===== src/rtl/ones_frame_accum_if.sv =====
// Handshake/data bundle for ones_frame_accum.
//   Upstream side  : valid_i, ones_i, zeros_i -> ready_o
//   Downstream side: valid_o, ones_total_o, zeros_total_o, diff_o, major_o, err_o -> ready_i
// slave modport is the accumulator's view; master is the driving/observing side.
interface ones_frame_accum_if #(
  parameter int unsigned WIDTH_I   = 8,
  parameter int unsigned FRAME_LEN = 4
);
  localparam int unsigned WIDTH_O = $clog2(WIDTH_I + 1);
  localparam int unsigned WIDTH_T = $clog2(WIDTH_I * FRAME_LEN + 1);

  logic                      valid_i;
  logic [WIDTH_O-1:0]        ones_i;
  logic [WIDTH_O-1:0]        zeros_i;
  logic                      ready_o;
  logic                      valid_o;
  logic                      ready_i;
  logic [WIDTH_T-1:0]        ones_total_o;
  logic [WIDTH_T-1:0]        zeros_total_o;
  logic signed [WIDTH_T:0]   diff_o;
  logic                      major_o;
  logic                      err_o;

  modport slave (
    input  valid_i, ones_i, zeros_i, ready_i,
    output ready_o, valid_o, ones_total_o, zeros_total_o, diff_o, major_o, err_o
  );

  modport master (
    output valid_i, ones_i, zeros_i, ready_i,
    input  ready_o, valid_o, ones_total_o, zeros_total_o, diff_o, major_o, err_o
  );
endinterface


===== src/rtl/ones_frame_accum.sv =====
// Frame-level bit-statistics accumulator.
// Sums FRAME_LEN per-word (ones, zeros) count pairs into frame totals and
// presents totals, signed balance (ones - zeros) and a strict-majority flag
// over a valid/ready handshake. err_o is sticky until reset and flags any
// accepted pair whose counts do not add up to WIDTH_I.
// Ports:
//   clk_i  - clock, rising edge
//   rst_i  - asynchronous active-high reset
//   bus    - ones_frame_accum_if.slave (count-pair input + frame result output)
module ones_frame_accum #(
  parameter int unsigned WIDTH_I   = 8,
  parameter int unsigned FRAME_LEN = 4
) (
  input  logic                   clk_i,
  input  logic                   rst_i,
  ones_frame_accum_if.slave      bus
);
  localparam int unsigned WIDTH_O = $clog2(WIDTH_I + 1);
  localparam int unsigned WIDTH_T = $clog2(WIDTH_I * FRAME_LEN + 1);
  localparam int unsigned WIDTH_C = (FRAME_LEN > 1) ? $clog2(FRAME_LEN) : 1;
  localparam logic [WIDTH_O:0]   C_PAIR = (WIDTH_O + 1)'(WIDTH_I);
  localparam logic [WIDTH_C-1:0] C_LAST = WIDTH_C'(FRAME_LEN - 1);

  typedef enum logic {ST_ACCUM, ST_HOLD} state_t;

  state_t              r_state;
  logic                r_ready;
  logic                r_valid;
  logic                r_err;
  logic [WIDTH_C-1:0]  r_word_cnt;
  logic [WIDTH_T-1:0]  r_ones_acc;
  logic [WIDTH_T-1:0]  r_zeros_acc;
  logic [WIDTH_T-1:0]  r_ones_tot;
  logic [WIDTH_T-1:0]  r_zeros_tot;

  logic                w_accept;
  logic                w_last;
  logic                w_bad;
  logic [WIDTH_O:0]    w_pair_sum;
  logic [WIDTH_T-1:0]  w_ones_sum;
  logic [WIDTH_T-1:0]  w_zeros_sum;

  always_comb begin
    w_accept    = bus.valid_i & r_ready & (r_state == ST_ACCUM);
    w_last      = (r_word_cnt == C_LAST);
    // One extra bit so an inconsistent pair cannot wrap back to WIDTH_I.
    w_pair_sum  = {1'b0, bus.ones_i} + {1'b0, bus.zeros_i};
    w_bad       = (w_pair_sum != C_PAIR);
    w_ones_sum  = r_ones_acc  + WIDTH_T'(bus.ones_i);
    w_zeros_sum = r_zeros_acc + WIDTH_T'(bus.zeros_i);
  end

  always_ff @(posedge clk_i or posedge rst_i) begin
    if (rst_i) begin
      r_state     <= ST_ACCUM;
      r_ready     <= 1'b0;
      r_valid     <= 1'b0;
      r_err       <= 1'b0;
      r_word_cnt  <= '0;
      r_ones_acc  <= '0;
      r_zeros_acc <= '0;
      r_ones_tot  <= '0;
      r_zeros_tot <= '0;
    end else begin
      case (r_state)
        ST_ACCUM: begin
          r_ready <= 1'b1;
          if (w_accept) begin
            if (w_bad) r_err <= 1'b1;
            if (w_last) begin
              // Final word goes straight into the output registers; the
              // partial accumulators are cleared on the result handshake.
              r_ones_tot  <= w_ones_sum;
              r_zeros_tot <= w_zeros_sum;
              r_word_cnt  <= '0;
              r_state     <= ST_HOLD;
              r_ready     <= 1'b0;
              r_valid     <= 1'b1;
            end else begin
              r_ones_acc  <= w_ones_sum;
              r_zeros_acc <= w_zeros_sum;
              r_word_cnt  <= r_word_cnt + WIDTH_C'(1);
            end
          end
        end
        ST_HOLD: begin
          if (bus.ready_i) begin
            r_ones_acc  <= '0;
            r_zeros_acc <= '0;
            r_state     <= ST_ACCUM;
            r_valid     <= 1'b0;
            r_ready     <= 1'b1;
          end
        end
        default: r_state <= ST_ACCUM;
      endcase
    end
  end

  assign bus.ready_o       = r_ready;
  assign bus.valid_o       = r_valid;
  assign bus.ones_total_o  = r_ones_tot;
  assign bus.zeros_total_o = r_zeros_tot;
  assign bus.diff_o        = $signed({1'b0, r_ones_tot}) - $signed({1'b0, r_zeros_tot});
  assign bus.major_o       = (r_ones_tot > r_zeros_tot);
  assign bus.err_o         = r_err;
endmodule


===== src/flat_wrapper.sv =====
// flat-port wrapper written by rule: the top's interface ports become plain ports
module ones_frame_accum_flat 
#(
  parameter int unsigned WIDTH_I   = 8,
  parameter int unsigned FRAME_LEN = 4
)
  (clk_i, rst_i, bus_valid_i, bus_ones_i, bus_zeros_i, bus_ready_i, bus_ready_o, bus_valid_o, bus_ones_total_o, bus_zeros_total_o, bus_diff_o, bus_major_o, bus_err_o);
  ones_frame_accum_if #(.WIDTH_I(WIDTH_I), .FRAME_LEN(FRAME_LEN)) bus_i ();
  input  logic clk_i;
  input  logic rst_i;
  input wire logic [$bits(bus_i.valid_i)-1:0] bus_valid_i;
  input wire logic [$bits(bus_i.ones_i)-1:0] bus_ones_i;
  input wire logic [$bits(bus_i.zeros_i)-1:0] bus_zeros_i;
  input wire logic [$bits(bus_i.ready_i)-1:0] bus_ready_i;
  output wire logic [$bits(bus_i.ready_o)-1:0] bus_ready_o;
  output wire logic [$bits(bus_i.valid_o)-1:0] bus_valid_o;
  output wire logic [$bits(bus_i.ones_total_o)-1:0] bus_ones_total_o;
  output wire logic [$bits(bus_i.zeros_total_o)-1:0] bus_zeros_total_o;
  output wire logic [$bits(bus_i.diff_o)-1:0] bus_diff_o;
  output wire logic [$bits(bus_i.major_o)-1:0] bus_major_o;
  output wire logic [$bits(bus_i.err_o)-1:0] bus_err_o;
  assign bus_i.valid_i = bus_valid_i;
  assign bus_i.ones_i = bus_ones_i;
  assign bus_i.zeros_i = bus_zeros_i;
  assign bus_i.ready_i = bus_ready_i;
  assign bus_ready_o = bus_i.ready_o;
  assign bus_valid_o = bus_i.valid_o;
  assign bus_ones_total_o = bus_i.ones_total_o;
  assign bus_zeros_total_o = bus_i.zeros_total_o;
  assign bus_diff_o = bus_i.diff_o;
  assign bus_major_o = bus_i.major_o;
  assign bus_err_o = bus_i.err_o;
  ones_frame_accum #(.WIDTH_I(WIDTH_I), .FRAME_LEN(FRAME_LEN)) u_core (.clk_i(clk_i), .rst_i(rst_i), .bus(bus_i));
endmodule

===== config.mk =====
export PLATFORM = sky130hd
export DESIGN_NAME = ones_frame_accum_flat
export DESIGN_NICKNAME = d
export VERILOG_FILES = /design/src/rtl/ones_frame_accum_if.sv /design/src/rtl/ones_frame_accum.sv /design/src/flat_wrapper.sv
export SDC_FILE = /design/constraint.sdc
export NUM_CORES = 1
export LEC_CHECK = 0
export BUFFER_PORTS_ARGS = -buffer_cell sky130_fd_sc_hd__buf_2
export CAP_MARGIN = 20
export CORE_AREA = 2 2 65 67
export CTS_CLUSTER_DIAMETER = 30
export DETAILED_ROUTE_END_ITERATION = 8
export DIE_AREA = 0 0 67 69
export GPL_ROUTABILITY_DRIVEN = 0
export GPL_TIMING_DRIVEN = 0
export PLACE_DENSITY = 0.8
export SYNTH_ARGS = -nofsm -noshare
export SYNTH_HDL_FRONTEND = slang
export SYNTH_SLANG_ARGS = --single-unit

===== constraint.sdc =====
create_clock -name clk_i -period 2.39 [get_ports clk_i]
set_clock_uncertainty 0.1 [all_clocks]
set_input_delay 0.478 -clock clk_i [delete_from_list [all_inputs] [get_ports clk_i]]
set_output_delay 0.478 -clock clk_i [all_outputs]
set_load 0.01 [all_outputs]

==> flow_metrics.tcl, run 1 <==
set metrics [dict create \
    syn_to_final_growth_pct 21.8 \
    ys_seq_area_frac 0.397 \
    cells_traversed_along_the_worst_timing_path "ha_2, fa_2, nor2b_2, nor3_1, o21bai_1, a21oi_1, buf_2" \
    grt_antenna_before_repair 0 \
    required_ns 1.81 \
    vdd.ir_drop.worst_mv 0.582 \
    p_total_mw 3.57 \
    worst_hold_path_type "input port to asynchronous set/reset pin" \
    wire_length_of_the_first_global_routing_pass_um 6390 \
    postSynthAreaPerCell_um2 10.1 \
    relSlewSlack 0.630 \
    cts-root-to-sink-buffers 2 \
    final-setup-viol-count 2 \
    antenna-diode-count 0 \
    dpl.cell_count 273 \
    die_h_um 69 \
    postRouteWirelength_um 3860 \
    syn-num-nets 223 \
    finish.cell_count_without_fillers 283 \
    clock_insertion_delay_worst_skew_ns 0.28 \
    placement_rows 23 \
    post_synth_instance_area_um2 1890 \
    synth_seq_cells 30 \
    vias_per_cell 5.29 \
    synth_cell_type_count 36 \
    worst_ep_arrival_time_ns 1.87 \
    routed-via-count 1496 \
    layout.filler_cells 357 \
    drc 0 \
    gr_util_met2 0.289 \
    final_min_period_over_clock_period 1.02 \
    cts_tree "built" \
    grtUsageMet3 0.0408 \
    groute.layer.met1.usage 0.241 \
    busiest_layer "met2" \
    global_route.overflow_total 0 \
    grt_pass1_vias 1408 \
    run_status "finished, violations left" \
    setup_total_negative_slack_ns -0.0687 \
    timing.final.max_slew_violations 0 \
    critical_path.max_fanout 3 \
    sort_of_element_at_the_start_of_the_critical_path "flop" \
    timing.final.crit_period_ns 2.45 \
    violations_in_the_final_reports "negative setup slack" \
    post_route_cells_drive_above_1_share 0.266 \
    crit_path_max_incr_delay_ns 0.42 \
    floorplan.core_area_um2 3910 \
    cpLargestDelayFamily "adder cells" \
    rsz0062_at_grt "true" \
    async_flop_share 1.00 \
    crit_path_top_delay_cell "dfrtp_1" \
    grt_start_max_net_pins 20 \
    grtUsageTotal 0.183 \
    synth-edff-count 0 \
    port-buffer-count 34 \
    detailedRoute.firstPassIterationCount 4 \
    worst_case_setup_margin_in_the_final_layout_ns -0.0557 \
    critPathKind "flop to primary output" \
    ys_warn_count 0 \
    power_leakage_nw 1.12 \
    hpwl_um 3030 \
    die_area_um2 4620 \
    final_antenna_net_count 0 \
    floorplan.die.width_um 67 \
    critical_path.n_buffers_inverters 1 \
    detail_route.wl_per_cell_um 13.6 \
    worst_setup_hold_path_clk_slew_ns 0.06 \
    postSynth.topFlopCell "dfrtp_1" \
    fmaxAchievable_ghz 0.409 \
    timing_hold_violations_final 0 \
    timing_worst_slew_pin_value_ns 0.554 \
    cts.sinks 30 \
    max-cap-violations 0 \
    endpoint_kind "primary output" \
    initial_utilization 0.483 \
    cts-buffers-inserted 5 \
    clock_tree.htree_level_count 2 \
    pwrdens_nw_per_um2 1550 \
    cts.root.buffer_cell "clkbuf_8" \
    io_pins 35 \
    syn-instance-count 188 \
    nets 267 \
    initialDrtViolationCount 47 \
]
## where the power goes
part	switching, mW	internal (mW)
Sequential	0.188	0.740
Combinational	1.16	1.07
Clock	0.184	0.232
Total	1.53	2.05
## layer usage
layer	part of all wire	routed length, um
met1	0.47	1830
met3	0.044	169
met5	0	0
met2	0.47	1800
met4	0.015	59
## sequential cells by signal (all words and copies together), names as in the netlist
| name | count |
|---|---|
| u_core.bus.ones_total_o | 6 |
| u_core.bus.zeros_total_o | 6 |
| u_core.r_ones_acc | 6 |
| u_core.r_zeros_acc | 6 |
| u_core.r_word_cnt | 2 |
| u_core.bus.err_o | 1 |
| u_core.bus.ready_o | 1 |
| u_core.bus.valid_o | 1 |
| u_core.r_state | 1 |
## worst paths after layout
check	start	endpoint	slack [ns]	depth (start not counted)
worst min register to register	u_core.r_zeros_acc[2]$_DFFE_PP0P_	u_core.r_zeros_acc[2]$_DFFE_PP0P_	0.39	1
worst max-delay path	u_core.bus.zeros_total_o[0]$_DFFE_PP0P_	bus_diff_o[6]	-0.06	7
min in group clk_i	u_core.r_zeros_acc[2]$_DFFE_PP0P_	u_core.r_zeros_acc[2]$_DFFE_PP0P_	0.39	1
worst min-delay path	rst_i	u_core.r_state$_DFF_PP0_	0.13	2
worst max register to register	u_core.r_ones_acc[0]$_DFFE_PP0P_	u_core.bus.ones_total_o[4]$_DFFE_PP0P_	0.52	7
max in group asynchronous	rst_i	u_core.r_zeros_acc[0]$_DFFE_PP0P_	1.57	3
## cell usage after synthesis (4+ instances only)
cell | instances | area, um^2
o21ai_0 | 11 | 55.1
ha_1 | 19 | 238
nor2_1 | 12 | 45.0
fa_1 | 4 | 80.1
inv_1 | 17 | 63.8
xor2_1 | 4 | 35.0
mux2_2 | 5 | 56.3
a21oi_1 | 7 | 35.0
a22o_1 | 4 | 35.0
nand3_1 | 5 | 25.0
nand2_1 | 18 | 67.6
xnor2_1 | 8 | 70.1
dfrtp_1 | 30 | 751
## through the flow
stage,setup slack (ns),area [um^2],hold slack (ns),utilization
floorplan,0.348,1890,0.360,-
global placement,0.173,2120,0.356,0.543
detailed placement,0.143,2150,0.379,0.550
CTS,-0.0532,2260,0.140,0.579
global route,-0.131,2300,0.178,0.588
finish,-0.0557,2300,0.135,0.588
## placed cells by master (no fill, tap or decap), types with 3 or more instances in the layout
cell / netlist / routed
a211oi_1: 3 / 3
a21oi_1: 7 / 7
a22o_1: 4 / 4
a31oi_1: 3 / 3
buf_2: 3 / 37
clkbuf_8: 0 / 6
dfrtp_1: 30 / 30
fa_1: 4 / 3
ha_1: 19 / 15
ha_4: 0 / 3
inv_1: 17 / 17
mux2_2: 5 / 5
nand2_1: 18 / 18
nand2b_1: 3 / 3
nand3_1: 5 / 5
nor2_1: 12 / 12
nor3_1: 3 / 3
o21ai_0: 11 / 11
xnor2_1: 8 / 8
xor2_1: 4 / 4
## cell families (layout without fill, tap and decap cells)
group | Yosys count | count (layout) | synth area share
buf+inv | 22 | 67 | 0.0536
fa+ha+maj | 23 | 23 | 0.168
mux | 6 | 6 | 0.0357
xor+xnor | 12 | 12 | 0.0556
compound gates | 44 | 44 | 0.160
simple gates | 51 | 51 | 0.130
flops | 30 | 30 | 0.397
## worst register-to-register path: stages, from the launching register on
cell,delay [ns]
dfrtp_1,0.35
ha_1,0.17
inv_1,0.06
fa_1,0.39
nand2b_1,0.16
a21oi_1,0.26
xnor2_1,0.16
o21ai_0,0.10
## area by class of cell
class	count	area (um^2)	area share
well taps	50	62.6	0.0272
multi-input cells	136	1080	0.471
clock buffers	7	86.3	0.0375
flip-flops and latches	30	751	0.326
plain buffers	5	37.5	0.0163
inverters	17	63.8	0.0277
repair buffers	37	213	0.0924
clock inverters	1	5.00	0.00217
## what timing repair did
item / CTS / global route
resized for setup: 3 / 3
buffers inserted: 2 / 0
hold buffers: 0 / 0
pin swaps: 0 / 1
cloned: 0 / 0
setup endpoints to repair: 4 / 4
(Power assumes the default switching activity.)
==> inputs of run 2 (changes only) <==
- CORE_AREA: 2 2 65 67 -> 2 2 62 64
- DIE_AREA: 0 0 67 69 -> 0 0 64 66
- PLACE_DENSITY: 0.8 -> 0.86
==> flow_metrics.tcl, run 2 (synthesis results as in run 1) <==
set metrics [dict create \
    final-setup-viol-count 3 \
    violations_in_the_final_reports "negative setup slack" \
    cts.sinks 30 \
    post_route_cells_drive_above_1_share 0.299 \
    cts-hold-fix-buffers 0 \
    required_ns 1.81 \
    final_antenna_net_count 0 \
    power_leakage_nw 1.15 \
    grt_start_max_net_pins 21 \
    vdd.ir_drop.worst_mv 0.544 \
    worst_ep_arrival_time_ns 1.87 \
    global_route.overflow_total 0 \
    final_min_period_over_clock_period 1.02 \
    detail_route.wl_per_cell_um 14.2 \
    fmaxAchievable_ghz 0.409 \
    p_total_mw 3.65 \
    port-buffer-count 34 \
    startpoint "u_core.bus.ones_total_o[0]$_DFFE_PP0P_" \
    hpwl_um 3100 \
    endpoint_kind "primary output" \
    worst_setup_hold_path_clk_slew_ns 0.09 \
    clock_insertion_delay_worst_skew_ns 0.34 \
    rsz0062_at_grt "true" \
    worst_case_setup_margin_in_the_final_layout_ns -0.0554 \
    grtUsageTotal 0.213 \
    mostFrequentLayoutCells "37 x buf_2, 30 x dfrtp_1, 18 x nand2_1" \
    initialDrtViolationCount 54 \
    cts-root-to-sink-buffers 2 \
    worst_hold_path_type "input port to asynchronous set/reset pin" \
    pwrdens_nw_per_um2 1560 \
    clock_tree.htree_level_count 2 \
    vias_per_cell 5.36 \
    max-cap-violations 0 \
    run_status "finished, violations left" \
    die_h_um 66 \
    die_area_um2 4220 \
    final_common_cell "buf_2" \
    timing_worst_slew_pin_value_ns 0.488 \
    wire_length_of_the_first_global_routing_pass_um 6750 \
    io_pins 35 \
    cts_tree "built" \
    antenna-diode-count 0 \
    cts-buffers-inserted 5 \
    timing.final.max_slew_violations 0 \
    critical_path.reg2reg.startpoint "u_core.r_ones_acc[0]$_DFFE_PP0P_" \
    drc 0 \
    grt_antenna_before_repair 0 \
    placement_rows 22 \
    sort_of_element_at_the_start_of_the_critical_path "flop" \
    nets 275 \
    cts.root.buffer_cell "clkbuf_4" \
    grt_pass1_vias 1523 \
    floorplan.core_area_um2 3550 \
    critPathKind "flop to primary output" \
    timing_hold_violations_final 0 \
    syn_to_final_growth_pct 23.8 \
    fin_hold_ws_ns 0.0383 \
    critical_path.max_fanout 2 \
    detailedRoute.firstPassIterationCount 4 \
    floorplan.die.width_um 64 \
    initial_utilization 0.532 \
    relSlewSlack 0.675 \
    postRouteWirelength_um 4100 \
    timing.final.crit_period_ns 2.45 \
    dpl.cell_count 271 \
    routed-via-count 1550 \
    finish.cell_count_without_fillers 289 \
]
## run 2: per-layer routing
layer | up-vias | GRT usage | part of all wire
li1 | 753 | - | -
met1 | 741 | 0.250 | 0.43
met2 | 48 | 0.372 | 0.51
met3 | 8 | 0.0511 | 0.052
met4 | 0 | 0.0897 | 0.016
met5 | - | 0 | 0
## run 2: worst paths after layout
| check | slack, ns | endpoint | depth (start not counted) |
|---|---|---|---|
| setup / recovery | -0.06 | bus_diff_o[6] | 8 |
| hold / removal | 0.04 | u_core.bus.valid_o$_DFFE_PP0P_ | 2 |
| setup reg to reg | 0.51 | u_core.bus.ones_total_o[4]$_DFFE_PP0P_ | 7 |
| hold reg to reg | 0.39 | u_core.bus.valid_o$_DFFE_PP0P_ | 2 |
| max in group asynchronous | 1.69 | u_core.r_ones_acc[1]$_DFFE_PP0P_ | 3 |
| min in group clk_i | 0.36 | u_core.r_state$_DFF_PP0_ | 3 |
## run 2: cell type report
type / instances / area (um^2)
plain buffers: 5 / 37.5
clock buffers: 7 / 55.1
clock inverters: 1 / 5.00
fillers: 289 / 1210
inverters: 17 / 63.8
multi-input cells: 136 / 1100
flip-flops and latches: 30 / 751
well taps: 48 / 60.1
repair buffers: 45 / 273
## run 2: per-stage QoR
stage / worst slack (ns) / utilization / TNS, ns / instance area [um^2]
after floorplan: 0.348 / - / 0 / 1890
after global placement: 0.178 / 0.597 / 0 / 2120
after detailed placement: 0.118 / 0.605 / 0 / 2150
after CTS: -0.0750 / 0.651 / -0.147 / 2310
after global routing: -0.152 / 0.659 / -0.504 / 2340
final: -0.0554 / 0.659 / -0.0871 / 2340
## run 2: where the power goes
group | switching [mW] | internal (mW)
clock network | 0.173 | 0.142
registers | 0.183 | 0.738
logic | 1.22 | 1.19
total | 1.58 | 2.07
## run 2: repair_timing
| action | CTS | global route |
|---|---|---|
| pin swaps | 6 | 2 |
| setup endpoints to repair | 5 | 6 |
| hold endpoints to repair | 0 | 0 |
| setup buffers | 8 | 2 |
| gates cloned | 0 | 0 |
| gates resized for setup | 7 | 2 |
## run 2: worst max-delay path, stage by stage (launching register included)
cell and delay (ns):
dfrtp_1 0.37, inv_1 0.05, ha_2 0.19, fa_2 0.37, nor2b_4 0.15, nor3_2 0.05
o21bai_1 0.13, a21oi_1 0.08, buf_2 0.14
